==> config.mk <==
export PLATFORM = sky130hd
export DESIGN_NAME = bcd_updown_counter
export DESIGN_NICKNAME = d
export VERILOG_FILES = /design/src/rtl/clock_pkg.sv /design/src/rtl/btn_edge_sync.sv /design/src/rtl/bcd_updown_counter.sv
export SDC_FILE = /design/constraint.sdc
export NUM_CORES = 1
export LEC_CHECK = 0
export CORE_MARGIN = 10
export CORE_UTILIZATION = 40
export DETAILED_ROUTE_END_ITERATION = 12
export DONT_BUFFER_PORTS = 1
export HOLD_SLACK_MARGIN = 0.05
export PLACE_DENSITY = 0.56
export SYNTH_ARGS = -nofsm -noshare
export SYNTH_HDL_FRONTEND = slang
export SYNTH_SLANG_ARGS = --single-unit
==> constraint.sdc <==
create_clock -name clk -period 2 [get_ports clk]
set_input_delay 0.4 -clock clk [delete_from_list [all_inputs] [get_ports clk]]
set_output_delay 0.4 -clock clk [all_outputs]
set_load 0.01 [all_outputs]
==> src/rtl/clock_pkg.sv <==
// Shared definitions for the clock field counters.
// BCD_W is the width of one BCD digit; to_bcd() converts a decimal constant
// into packed BCD (up to four digits, digit 0 in the low nibble);
// bcd_valid() reports whether a single nibble holds a legal BCD digit.
package clock_pkg;

  localparam int BCD_W      = 4;
  localparam int MAX_DIGITS = 4;

  // Elaboration-time conversion of a decimal integer into packed BCD.
  function automatic logic [BCD_W*MAX_DIGITS-1:0] to_bcd(input int value);
    logic [BCD_W*MAX_DIGITS-1:0] packed_bcd;
    int rest;
    packed_bcd = '0;
    rest       = value;
    for (int i = 0; i < MAX_DIGITS; i++) begin
      packed_bcd[BCD_W*i +: BCD_W] = 4'(rest % 10);
      rest = rest / 10;
    end
    return packed_bcd;
  endfunction

  function automatic logic bcd_valid(input logic [BCD_W-1:0] digit);
    return (digit <= 4'd9);
  endfunction

endpackage

==> src/rtl/btn_edge_sync.sv <==
// Three-flop synchronizer for a raw active-low push button with a
// falling-edge (press) pulse output.
// Ports:
//   clk   - sole clock, rising edge
//   rst_n - asynchronous active-low reset; all stages reset to 1 (released)
//   btn   - raw asynchronous button level, active low
//   fall  - one-cycle pulse while stage 2 is low and stage 3 is still high
module btn_edge_sync (
  input  logic clk,
  input  logic rst_n,
  input  logic btn,
  output logic fall
);

  // sync[0] = stage 1 (metastability catcher), sync[1] = stage 2,
  // sync[2] = stage 3 (previous value used for the edge detect).
  logic [2:0] sync;

  always_ff @(posedge clk or negedge rst_n) begin
    if (!rst_n) begin
      sync <= 3'b111;
    end else begin
      sync <= {sync[1:0], btn};
    end
  end

  assign fall = ~sync[1] & sync[2];

endmodule

==> src/rtl/bcd_updown_counter.sv <==
// Parametrised multi-digit BCD counter with programmable range, cascade
// carry and a button-driven set mode. Chains with a slower field by wiring
// carry_out to the next stage's tick_in.
// Ports:
//   clk       - sole clock, rising edge
//   rst_n     - asynchronous active-low reset
//   tick_in   - run-mode count enable, one-cycle pulse
//   set_ena   - 1 = set mode (buttons step the value), 0 = run mode
//   up_n      - raw active-low increment button
//   down_n    - raw active-low decrement button
//   load_en   - one-cycle parallel-load strobe (honoured in both modes)
//   load_bcd  - packed BCD load value, digit 0 in [3:0]
//   bcd_out   - current value, packed BCD, registered
//   carry_out - combinational: tick_in & ~set_ena & (bcd_out == MAX_VAL)
//   load_err  - registered one-cycle pulse when a load is rejected
module bcd_updown_counter
  import clock_pkg::*;
#(
  parameter int DIGITS  = 2,
  parameter int MIN_VAL = 0,
  parameter int MAX_VAL = 59,
  parameter int RST_VAL = MIN_VAL
) (
  input  logic                  clk,
  input  logic                  rst_n,
  input  logic                  tick_in,
  input  logic                  set_ena,
  input  logic                  up_n,
  input  logic                  down_n,
  input  logic                  load_en,
  input  logic [BCD_W*DIGITS-1:0] load_bcd,
  output logic [BCD_W*DIGITS-1:0] bcd_out,
  output logic                  carry_out,
  output logic                  load_err
);

  localparam int W = BCD_W*DIGITS;

  localparam logic [BCD_W*MAX_DIGITS-1:0] MIN_FULL = to_bcd(MIN_VAL);
  localparam logic [BCD_W*MAX_DIGITS-1:0] MAX_FULL = to_bcd(MAX_VAL);
  localparam logic [BCD_W*MAX_DIGITS-1:0] RST_FULL = to_bcd(RST_VAL);

  localparam logic [W-1:0] MIN_BCD = MIN_FULL[W-1:0];
  localparam logic [W-1:0] MAX_BCD = MAX_FULL[W-1:0];
  localparam logic [W-1:0] RST_BCD = RST_FULL[W-1:0];

  logic [W-1:0]      bcd_q;
  logic [W-1:0]      bcd_next;
  logic              err_next;
  logic [W-1:0]      inc_val;
  logic [W-1:0]      dec_val;
  logic [DIGITS-1:0] digit_ok;
  logic              at_max;
  logic              at_min;
  logic              load_ok;
  logic              up_fall;
  logic              down_fall;
  logic              step_up;
  logic              step_down;

  btn_edge_sync u_up_sync (
    .clk   (clk),
    .rst_n (rst_n),
    .btn   (up_n),
    .fall  (up_fall)
  );

  btn_edge_sync u_down_sync (
    .clk   (clk),
    .rst_n (rst_n),
    .btn   (down_n),
    .fall  (down_fall)
  );

  // Digit-serial increment/decrement. A digit receives the ripple carry
  // exactly when every lower digit is 9 (borrow: every lower digit is 0),
  // so each stage's carry-in is expressed directly as that comparison.
  for (genvar i = 0; i < DIGITS; i++) begin : g_digit
    logic [BCD_W-1:0] cur;
    logic             cin;
    logic             bin;

    assign cur = bcd_q[BCD_W*i +: BCD_W];

    if (i == 0) begin : g_lsd
      assign cin = 1'b1;
      assign bin = 1'b1;
    end else begin : g_upper
      assign cin = (bcd_q[BCD_W*i-1:0] == {i{4'h9}});
      assign bin = (bcd_q[BCD_W*i-1:0] == '0);
    end

    assign inc_val[BCD_W*i +: BCD_W] = !cin ? cur :
                                       (cur == 4'd9) ? 4'd0 : cur + 4'd1;
    assign dec_val[BCD_W*i +: BCD_W] = !bin ? cur :
                                       (cur == 4'd0) ? 4'd9 : cur - 4'd1;

    assign digit_ok[i] = bcd_valid(load_bcd[BCD_W*i +: BCD_W]);
  end

  // With every digit legal, packed BCD orders the same as its decimal
  // value, so plain magnitude compares against the BCD bounds suffice.
  assign load_ok = (&digit_ok) && (load_bcd >= MIN_BCD) && (load_bcd <= MAX_BCD);
  assign at_max  = (bcd_q == MAX_BCD);
  assign at_min  = (bcd_q == MIN_BCD);

  // Button edges only matter in set mode; a simultaneous press of both
  // buttons cancels out.
  assign step_up   = set_ena & up_fall & ~down_fall;
  assign step_down = set_ena & down_fall & ~up_fall;

  // Next value: load beats a set-mode step, which beats a run-mode tick.
  always_comb begin
    bcd_next = bcd_q;
    err_next = 1'b0;
    if (load_en) begin
      if (load_ok) begin
        bcd_next = load_bcd;
      end else begin
        err_next = 1'b1;
      end
    end else if (set_ena) begin
      if (step_up) begin
        bcd_next = at_max ? MIN_BCD : inc_val;
      end else if (step_down) begin
        bcd_next = at_min ? MAX_BCD : dec_val;
      end
    end else if (tick_in) begin
      bcd_next = at_max ? MIN_BCD : inc_val;
    end
  end

  // Count register and rejected-load pulse.
  always_ff @(posedge clk or negedge rst_n) begin
    if (!rst_n) begin
      bcd_q    <= RST_BCD;
      load_err <= 1'b0;
    end else begin
      bcd_q    <= bcd_next;
      load_err <= err_next;
    end
  end

  assign bcd_out   = bcd_q;
  assign carry_out = tick_in & ~set_ena & at_max;

endmodule

==> out/metrics.cfg, run 1 <==
[final_layout]
final_cell_mix = nor2_1, buf_4, dfrtp_1
final_common_cell = nor2_1
finish.net_count = 150
design_area_mm2 = 0.00126
drive_above_1_share_pct = 29.2
final_core_util_pct = 46.4
n_antenna_cell = 0
area_growth_pct = 12.7

[critical_path]
worstSetupPathType = reg2out
required_ns = 1.60
crit_chain = buf_6 > ha_4 > nand4b_1 > nor2_2 > and4_4
cp_slowest_cell = dfrtp_1
start_kind = register
cp_max_fo = 6
end_kind = primary output
arrival_ns = 1.51
critPathMaxStageDelay_ns = 0.37

[floorplan]
die_h_um = 72.8
dieArea_mm2 = 0.00530
rows = 19
start_util_pct = 41.2
core_area_mm2 = 0.00271
io_pins = 25
die_x_um = 72.8

[placed_design]
gp_congestion = 0.828
dpl_cell_area_mm2 = 0.00117
place_hpwl_um = 2350
io_buffer_count = 0

[yosys]
synth_cell_types = 53
synthArstFlopShare_pct = 100
synth_edf_count = 0
synth_warnings = 0
synth_nets = 139
syn_area_per_cell_um2 = 9.30
syn_inst = 120
synth_area_mm2 = 0.00112
synth_ff_type = dfrtp_1
ys_seq_area_share_pct = 34.3
ys_seq_elements = 15

[timing]
setup_viol = 0
finalCritPeriodShare_pct = 95.7
tightest_slew_ns = 0.712
finClkSkew_ns = 0.000766
slew_violations = 0
rsz0062_at_grt = yes
slew_headroom_pct = 52.4
post-route-min-period_ns = 1.91
finalHoldViolations = 0
max_freq_ghz = 0.522
tns_ns = 0
hold_slack_ns = 0.0926

[pwr]
ir_drop_mv = 0.672
powerDensity_mw_per_mm2 = 926
p_total_mw = 1.16
p_leak_nw = 0.521

[clocking]
cts_made_buffers = 3
root_buffer = clkbuf_4
path_clk_slew_ns = 0.10
htree_num_levels = 1
cts_sinks = 15
tritoncts = done
clk_path_buf_depth = 2
clock_latency_ns = 0.29

[route]
totalWireLength_um = 3020
vias = 971
wl_per_cell_um = 18.8
post_drt_via_cell_ratio = 6.03
drtPass1Iterations = 4
drtIter0Drc = 95
ant_nets = 0
drc = 0

[global_routing]
track_usage_pct = 11.3
first_global_vias = 935
grt_pass1_wl_um = 4770
grt_max_degree = 16
antenna_found_initial = 0
gr-total-overflow = 0

[run]
cap_viol_max_count = 0

[status]
outcome = completed

[worst_hold_path]
hp-class = in2reg

==> per-stage QoR <==
stage,worst slack [ns],std cells
2_1_floorplan,0.170,120
3_3_place_gp,0.294,153
3_5_place_dp,0.248,153
4_1_cts,0.00105,158
5_1_grt,-0.0435,161
6_report,0.0859,161
==> kinds of logic after synthesis <==
kind of cell | share of synthesized area [%]
muxes | 3.25
and+or+nand+nor | 21.3
xor gates and xnor gates | 0.785
AOI/OAI and AO/OA | 30.2
adders and majority gates | 4.48
buffers and inverters | 5.72
DFF | 34.3
==> worst max-delay path, delay by kind of cell (launching register included) <==
kind                     cells  cell delay [ns]
adder cells (fa/ha/maj)      1             0.14
buffers and inverters        1             0.14
flip-flops                   1             0.37
AND/OR/NAND/NOR              3             0.57
==> flip-flops by register name (all words and copies together), names as in the netlist <==
name,count
load_err,1
bcd_out,8
u_up_sync.sync,3
u_down_sync.sync,3
==> layer usage <==
layer	vias to the layer above	wire length (um)	GRT usage, %	share of wire, %
li1	474	-	-	-
met5	-	0	0	0
met1	452	1230	13.2	41
met4	0	8	2.95	0.26
met3	2	357	5.03	12
met2	43	1430	18.1	47
==> cells in the mapped netlist, types with 2 or more instances <==
cell type  instances  area (um2)
nor2_1            12        45.0
dfrtp_1            9         225
nand2_1            7        26.3
o21ai_0            7        35.0
dfstp_2            6         158
inv_1              6        22.5
o21ai_1            5        25.0
a31oi_1            4        25.0
ha_1               4        50.1
buf_2              3        15.0
o221ai_1           3        26.3
o2bb2ai_1          3        26.3
a21o_1             2        15.0
a21oi_1            2        10.0
and3_1             2        12.5
buf_4              2        15.0
nand2b_1           2        12.5
nand3_1            2        10.0
nand4b_1           2        17.5
nor2b_1            2        12.5
nor3_1             2        10.0
o21ai_2            2        17.5
==> timing repair <==
| action | in CTS | in global routing |
|---|---|---|
| gates resized for setup | 0 | 6 |
| hold buffers | 1 | 0 |
| buffers inserted | 0 | 3 |
| endpoints found under the setup margin | 0 | 1 |
| hold endpoints to repair | 15 | 0 |
==> cell type report <==
cell class | count | area [um2]
clock buffers | 3 | 22.5
fillers | 270 | 1450
multi-input cells | 93 | 687
well taps | 31 | 38.8
clock inverters | 1 | 7.51
inverters | 6 | 22.5
flip-flops and latches | 15 | 383
repair buffers | 12 | 96.3
==> report_power, final <==
group          internal [mW]  total [mW]  switching (mW)
Clock                 0.0760       0.191           0.115
Combinational          0.235       0.487           0.252
Sequential             0.362       0.488           0.125
==> worst paths after layout <==
path                                   start             endpoint  slack (ns)  cells past startpoint
min                                   down_n  u_down_sync.sync[0]        0.09                      0
min reg2reg                u_up_sync.sync[0]    u_up_sync.sync[1]        0.36                      0
max                               bcd_out[0]            carry_out        0.09                      5
min in group asynchronous              rst_n           bcd_out[5]        0.59                      1
max in group asynchronous              rst_n           bcd_out[3]        0.96                      1
max reg2reg                       bcd_out[1]           bcd_out[7]        0.15                      8
Note: power is estimated with default switching activity, not from simulation.
==> run 2, diff against run 1 <==
REMOVE_ABC_BUFFERS = 1   (was default)
==> run 2 against run 1 <==
Against the previous run: die area unchanged; clock power down 7%; sequential share of layout area up 0.061 points; critical path depth stayed put; clock skew rose by 0.00054 ns; worst setup slack better by 0.0020 ns; critical path type unchanged; highest routed layer is now met3.
==> out/metrics.cfg, run 2 (synthesis gave the netlist of run 1 again) <==
[pwr]
p_switching_mw = 0.475  ; was 0.492 mW
p_leak_nw = 0.525  ; was 0.521 nW
power.internal_mw = 0.665  ; was 0.673 mW
ir_drop_mv = 0.604  ; was 0.672 mV
p_seq_share_pct = 43.1  ; was 41.8%
comb_power_share_pct = 41.4  ; was 41.8%
p_clk_share_pct = 15.5  ; was 16.4%
switching_share_pct = 41.7  ; was 42.2%
powerDensity_mw_per_mm2 = 909  ; was 926 mW/mm2

[critical_path]
cp_slowest_cell = dfrtp_1  ; unchanged
crit_chain = buf_6 > ha_4 > nand4b_1 > nor2_2 > and4_4  ; unchanged
critPathTopFamily = simple AND/OR/NAND/NOR gates  ; unchanged
critPathMaxStageDelay_ns = 0.37  ; about the same
path_buf_inv = 1  ; unchanged
worstSetupPathType = reg2out  ; unchanged
cp_max_fo = 6  ; unchanged
start_kind = register  ; unchanged
arrival_ns = 1.51  ; about the same
required_ns = 1.60  ; about the same
end_kind = primary output  ; unchanged
r2r_setup_slack_ns = 0.14  ; was 0.15 ns

[placed_design]
io_buffer_count = 0  ; unchanged
place_hpwl_um = 2220  ; was 2350 um
gp_congestion = 0.858  ; was 0.828

[timing]
finalHoldViolations = 0  ; unchanged
max_freq_ghz = 0.523  ; was 0.522 GHz
tns_ns = 0  ; unchanged
hold_slack_ns = 0.0954  ; was 0.0926 ns
finalCritPeriodShare_pct = 95.6  ; was 95.7%
post-route-min-period_ns = 1.91  ; about the same
slew_violations = 0  ; unchanged
tightest_slew_ns = 0.658  ; was 0.712 ns
slew_headroom_pct = 56.0  ; was 52.4%
finClkSkew_ns = 0.00130  ; was 0.000766 ns
setup_viol = 0  ; unchanged

[final_layout]
largest_reg_flops = 8  ; unchanged
ff_latch_area_um2 = 383  ; unchanged
drive_above_1_share_pct = 29.2  ; unchanged
final_cell_mix = nor2_1, buf_4, dfrtp_1  ; unchanged
final_common_cell = nor2_1  ; unchanged
fillers = 268  ; was 270
n_antenna_cell = 0  ; unchanged
multi_input_area_um2 = 687  ; unchanged
finish.net_count = 150  ; unchanged
area_growth_pct = 12.4  ; was 12.7%

[global_routing]
grt_max_degree = 16  ; unchanged
grt_pass1_wl_um = 4750  ; was 4770 um
first_global_vias = 954  ; was 935
track_usage_pct = 11.2  ; was 11.3%
gr-total-overflow = 0  ; unchanged
antenna_found_initial = 0  ; unchanged

[floorplan]
rows = 19  ; unchanged
start_util_pct = 41.2  ; unchanged
dieArea_mm2 = 0.00530  ; unchanged
io_pins = 25  ; unchanged
core_area_mm2 = 0.00271  ; unchanged
die_h_um = 72.8  ; unchanged
die_x_um = 72.8  ; unchanged

[run]
cap_viol_max_count = 0  ; unchanged

[clocking]
tritoncts = done  ; unchanged
cts_sinks = 15  ; unchanged
path_clk_slew_ns = 0.09  ; was 0.10 ns
clk_path_buf_depth = 2  ; unchanged
htree_num_levels = 1  ; unchanged
root_buffer = clkbuf_4  ; unchanged
cts_made_buffers = 3  ; unchanged
clock_latency_ns = 0.29  ; about the same

[route]
vias = 976  ; was 971
drc = 0  ; unchanged
totalWireLength_um = 2930  ; was 3020 um
wl_per_cell_um = 18.2  ; was 18.8 um
ant_nets = 0  ; unchanged
drtIter0Drc = 75  ; was 95
post_drt_via_cell_ratio = 6.06  ; was 6.03
drtPass1Iterations = 4  ; unchanged

[worst_hold_path]
hp-class = in2reg  ; unchanged

[status]
outcome = completed  ; unchanged

## run 2: final timing paths
path | startpoint | to | depth (start not counted)
worst max-delay path | bcd_out[0] | carry_out | 5
worst min-delay path | down_n | u_down_sync.sync[0] | 0
worst max register to register | u_down_sync.sync[2] | bcd_out[2] | 6
worst min register to register | u_up_sync.sync[0] | u_up_sync.sync[1] | 0
max in group asynchronous | rst_n | bcd_out[2] | 1
min in group asynchronous | rst_n | load_err | 1
## run 2: final cells by class
class	count	share of cell area, %
multi-input cells	93	54.7
flip-flops and latches	15	30.5
repair buffers	12	7.68
well taps	31	3.09
clock buffers	3	1.79
inverters	6	1.79
clock inverters	1	0.399
## run 2: per-layer routing
metal  share of wire, %  GRT usage (%)  vias to the layer above
met5                  0              0                        -
met4                  0           1.27                        0
met3                 11           5.71                        0
met2                 47           17.6                       37
met1                 41           13.6                      470
li1                   -              -                      469
## run 2: through the flow
step	worst slack (ns)	util [%]	cell area (um2)	power (mW)	std cells
2_1_floorplan	0.0316	-	1070	0.781	114
3_3_place_gp	0.235	43.3	1170	0.928	153
3_5_place_dp	0.203	43.3	1170	0.933	153
4_1_cts	0.0163	44.7	1210	1.12	158
5_1_grt	-0.0158	46.3	1250	1.24	161
6_report	0.0879	46.3	1250	1.14	161
## run 2: power by group through the flow
stage / combinational [mW] / sequential, mW / clock, mW
5_1_grt: 0.534 / 0.511 / 0.192
4_1_cts: 0.451 / 0.488 / 0.182
3_3_place_gp: 0.434 / 0.494 / 0
3_5_place_dp: 0.439 / 0.494 / 0
2_1_floorplan: 0.292 / 0.489 / 0
6_report: 0.472 / 0.492 / 0.177
## run 2: what timing repair did
item,4_1_cts,5_1_grt
endpoints found under the hold margin,15,0
endpoints found under the setup margin,0,1
hold buffers,1,0
resized for setup,0,6
buffers inserted,0,3
==> run 3, diff against run 2 <==
BUFFER_PORTS_ARGS = -buffer_cell sky130_fd_sc_hd__buf_4   (was default)
DONT_BUFFER_PORTS = default   (was 1)
PLACE_DENSITY = 0.64   (was 0.56)
==> run 3 against run 2 <==
Against the previous run: via count is 15% higher; final cell count increased by 14%; die area unchanged; the flow now finishes with violations (negative setup slack); clock power rose by 6%; critical path depth grew 1; power is 10% higher; flip-flop and latch count unchanged; global-route usage is 0.84 points higher; final area up 14%; worst hold slack improved by 0.11 ns; highest routed layer is now met4.
==> out/metrics.cfg, run 3 (synthesis gave the netlist of run 1 again) <==
[global_routing]
first_global_vias = 1094  ; was 954
gr-total-overflow = 0  ; unchanged
grt_pass1_wl_um = 5130  ; was 4750 um
grt_max_degree = 16  ; unchanged
track_usage_pct = 12.0  ; was 11.2%
antenna_found_initial = 0  ; unchanged

[critical_path]
start_kind = register  ; unchanged
required_ns = 1.60  ; about the same
arrival_ns = 1.64  ; was 1.51 ns
crit_start = bcd_out[1]  ; was bcd_out[0]
cp_max_fo = 4  ; was 6
end_kind = primary output  ; unchanged
worstSetupPathType = reg2out  ; unchanged
worstReg2RegStart = bcd_out[0]  ; was u_down_sync.sync[2]

[floorplan]
die_h_um = 72.8  ; unchanged
io_pins = 25  ; unchanged
dieArea_mm2 = 0.00530  ; unchanged
rows = 19  ; unchanged
core_area_mm2 = 0.00271  ; unchanged
start_util_pct = 41.2  ; unchanged
die_x_um = 72.8  ; unchanged

[run]
cap_viol_max_count = 0  ; unchanged

[placed_design]
dp_slack_ns = 0.150  ; was 0.203 ns
place_inst = 172  ; was 153
io_buffer_count = 24  ; was 0
gp_congestion = 0.852  ; was 0.858
place_hpwl_um = 2310  ; was 2220 um

[route]
drtIter0Drc = 82  ; was 75
wl_per_cell_um = 17.1  ; was 18.2 um
totalWireLength_um = 3150  ; was 2930 um
post_drt_via_cell_ratio = 6.11  ; was 6.06
ant_nets = 0  ; unchanged
drc = 0  ; unchanged
vias = 1125  ; was 976
drtPass1Iterations = 4  ; unchanged

[status]
violations = negative setup slack
outcome = finished with violations  ; was completed

[final_layout]
final_common_cell = buf_4  ; was nor2_1
drive_above_1_share_pct = 39.9  ; was 29.2%
final_core_util_pct = 52.9  ; was 46.3%
n_antenna_cell = 0  ; unchanged
final_cells = 184  ; was 161
finish.net_count = 173  ; was 150
final_cell_mix = buf_4, nor2_1, dfrtp_1  ; was nor2_1, buf_4, dfrtp_1
largest_reg_flops = 8  ; unchanged
area_growth_pct = 28.4  ; was 12.4%
fillers = 263  ; was 268

[timing]
post-route-min-period_ns = 2.04  ; was 1.91 ns
rsz0062_at_grt = yes
setup_viol = 1  ; was 0
max_freq_ghz = 0.491  ; was 0.523 GHz
worst_slack_ns = -0.0368  ; was 0.0879 ns
slew_headroom_pct = 70.8  ; was 56.0%
finalHoldViolations = 0  ; unchanged
slew_violations = 0  ; unchanged
tns_ns = -0.0368  ; was 0 ns
finClkSkew_ns = 0.0150  ; was 0.00130 ns
tightest_slew_ns = 0.439  ; was 0.658 ns
finalCritPeriodShare_pct = 102  ; was 95.6%

[clocking]
clock_latency_ns = 0.31  ; was 0.29 ns
tritoncts = done  ; unchanged
cts_made_buffers = 3  ; unchanged
root_buffer = clkbuf_4  ; unchanged
path_clk_slew_ns = 0.10  ; was 0.09 ns
clk_path_buf_depth = 2  ; unchanged
htree_num_levels = 1  ; unchanged
cts_sinks = 15  ; unchanged

[pwr]
powerDensity_mw_per_mm2 = 879  ; was 909 mW/mm2
ir_drop_mv = 0.593  ; was 0.604 mV
p_switching_mw = 0.509  ; was 0.475 mW
power.internal_mw = 0.751  ; was 0.665 mW
switching_share_pct = 40.4  ; was 41.7%
comb_power_share_pct = 47.5  ; was 41.4%
p_clk_share_pct = 14.9  ; was 15.5%
p_seq_share_pct = 37.6  ; was 43.1%
p_leak_nw = 0.632  ; was 0.525 nW

[worst_hold_path]
hp-start = down_n  ; unchanged
hp-class = in2reg  ; unchanged

run 3: what timing repair did:
action,4_1_cts,5_1_grt
buffers inserted,3,4
setup endpoints to repair,1,3
endpoints found under the hold margin,9,0
resized for setup,4,3
pin swaps,1,3
hold buffers,1,0
run 3: layout make-up:
cell class	instances	area, um2	area share (%)
clock buffer	4	26.3	1.83
inverter	6	22.5	1.57
multi-input combinational	93	692	48.3
sequential	15	384	26.8
tap	31	38.8	2.71
timing repair buffer	35	269	18.8
run 3: worst paths after layout:
kind | endpoint | slack, ns | cells past startpoint
setup / recovery | carry_out | -0.04 | 6
hold / removal | u_down_sync.sync[0] | 0.21 | 1
setup reg to reg | bcd_out[1] | 0.06 | 8
hold reg to reg | u_up_sync.sync[2] | 0.36 | 0
max in group asynchronous | u_down_sync.sync[0] | 1.27 | 2
min in group asynchronous | bcd_out[4] | 0.47 | 2
run 3: worst max-delay path: stages, from the launching register on:
cell      delay [ns]
dfrtp_1         0.41
inv_2           0.11
ha_4            0.14
nand4b_1        0.18
nor2_1          0.17
and4_1          0.20
buf_4           0.12
run 3: per-stage QoR:
| step | area (um2) | power, mW | hold WS [ns] |
|---|---|---|---|
| final | 1430 | 1.26 | 0.207 |
| after global routing | 1430 | 1.36 | 0.188 |
| after CTS | 1390 | 1.23 | 0.198 |
| after detailed placement | 1320 | 1.01 | 0.269 |
| after global placement | 1320 | 0.989 | 0.264 |
| after floorplan | 1070 | 0.781 | 0.104 |
run 3: power groups by stage:
stage	combinational, mW	clock [mW]	sequential (mW)
final	0.599	0.187	0.473
after global routing	0.664	0.206	0.491
after CTS	0.568	0.194	0.470
after detailed placement	0.527	0	0.479
after global placement	0.515	0	0.474
after floorplan	0.292	0	0.489
run 3: layer usage:
metal | GRT usage [%] | vias to the layer above | share of wire, %
li1 | - | 516 | -
met4 | 6.33 | 0 | 3.1
met5 | 0 | - | 0
met3 | 3.95 | 11 | 8.6
met1 | 14.0 | 542 | 42
met2 | 19.1 | 56 | 46
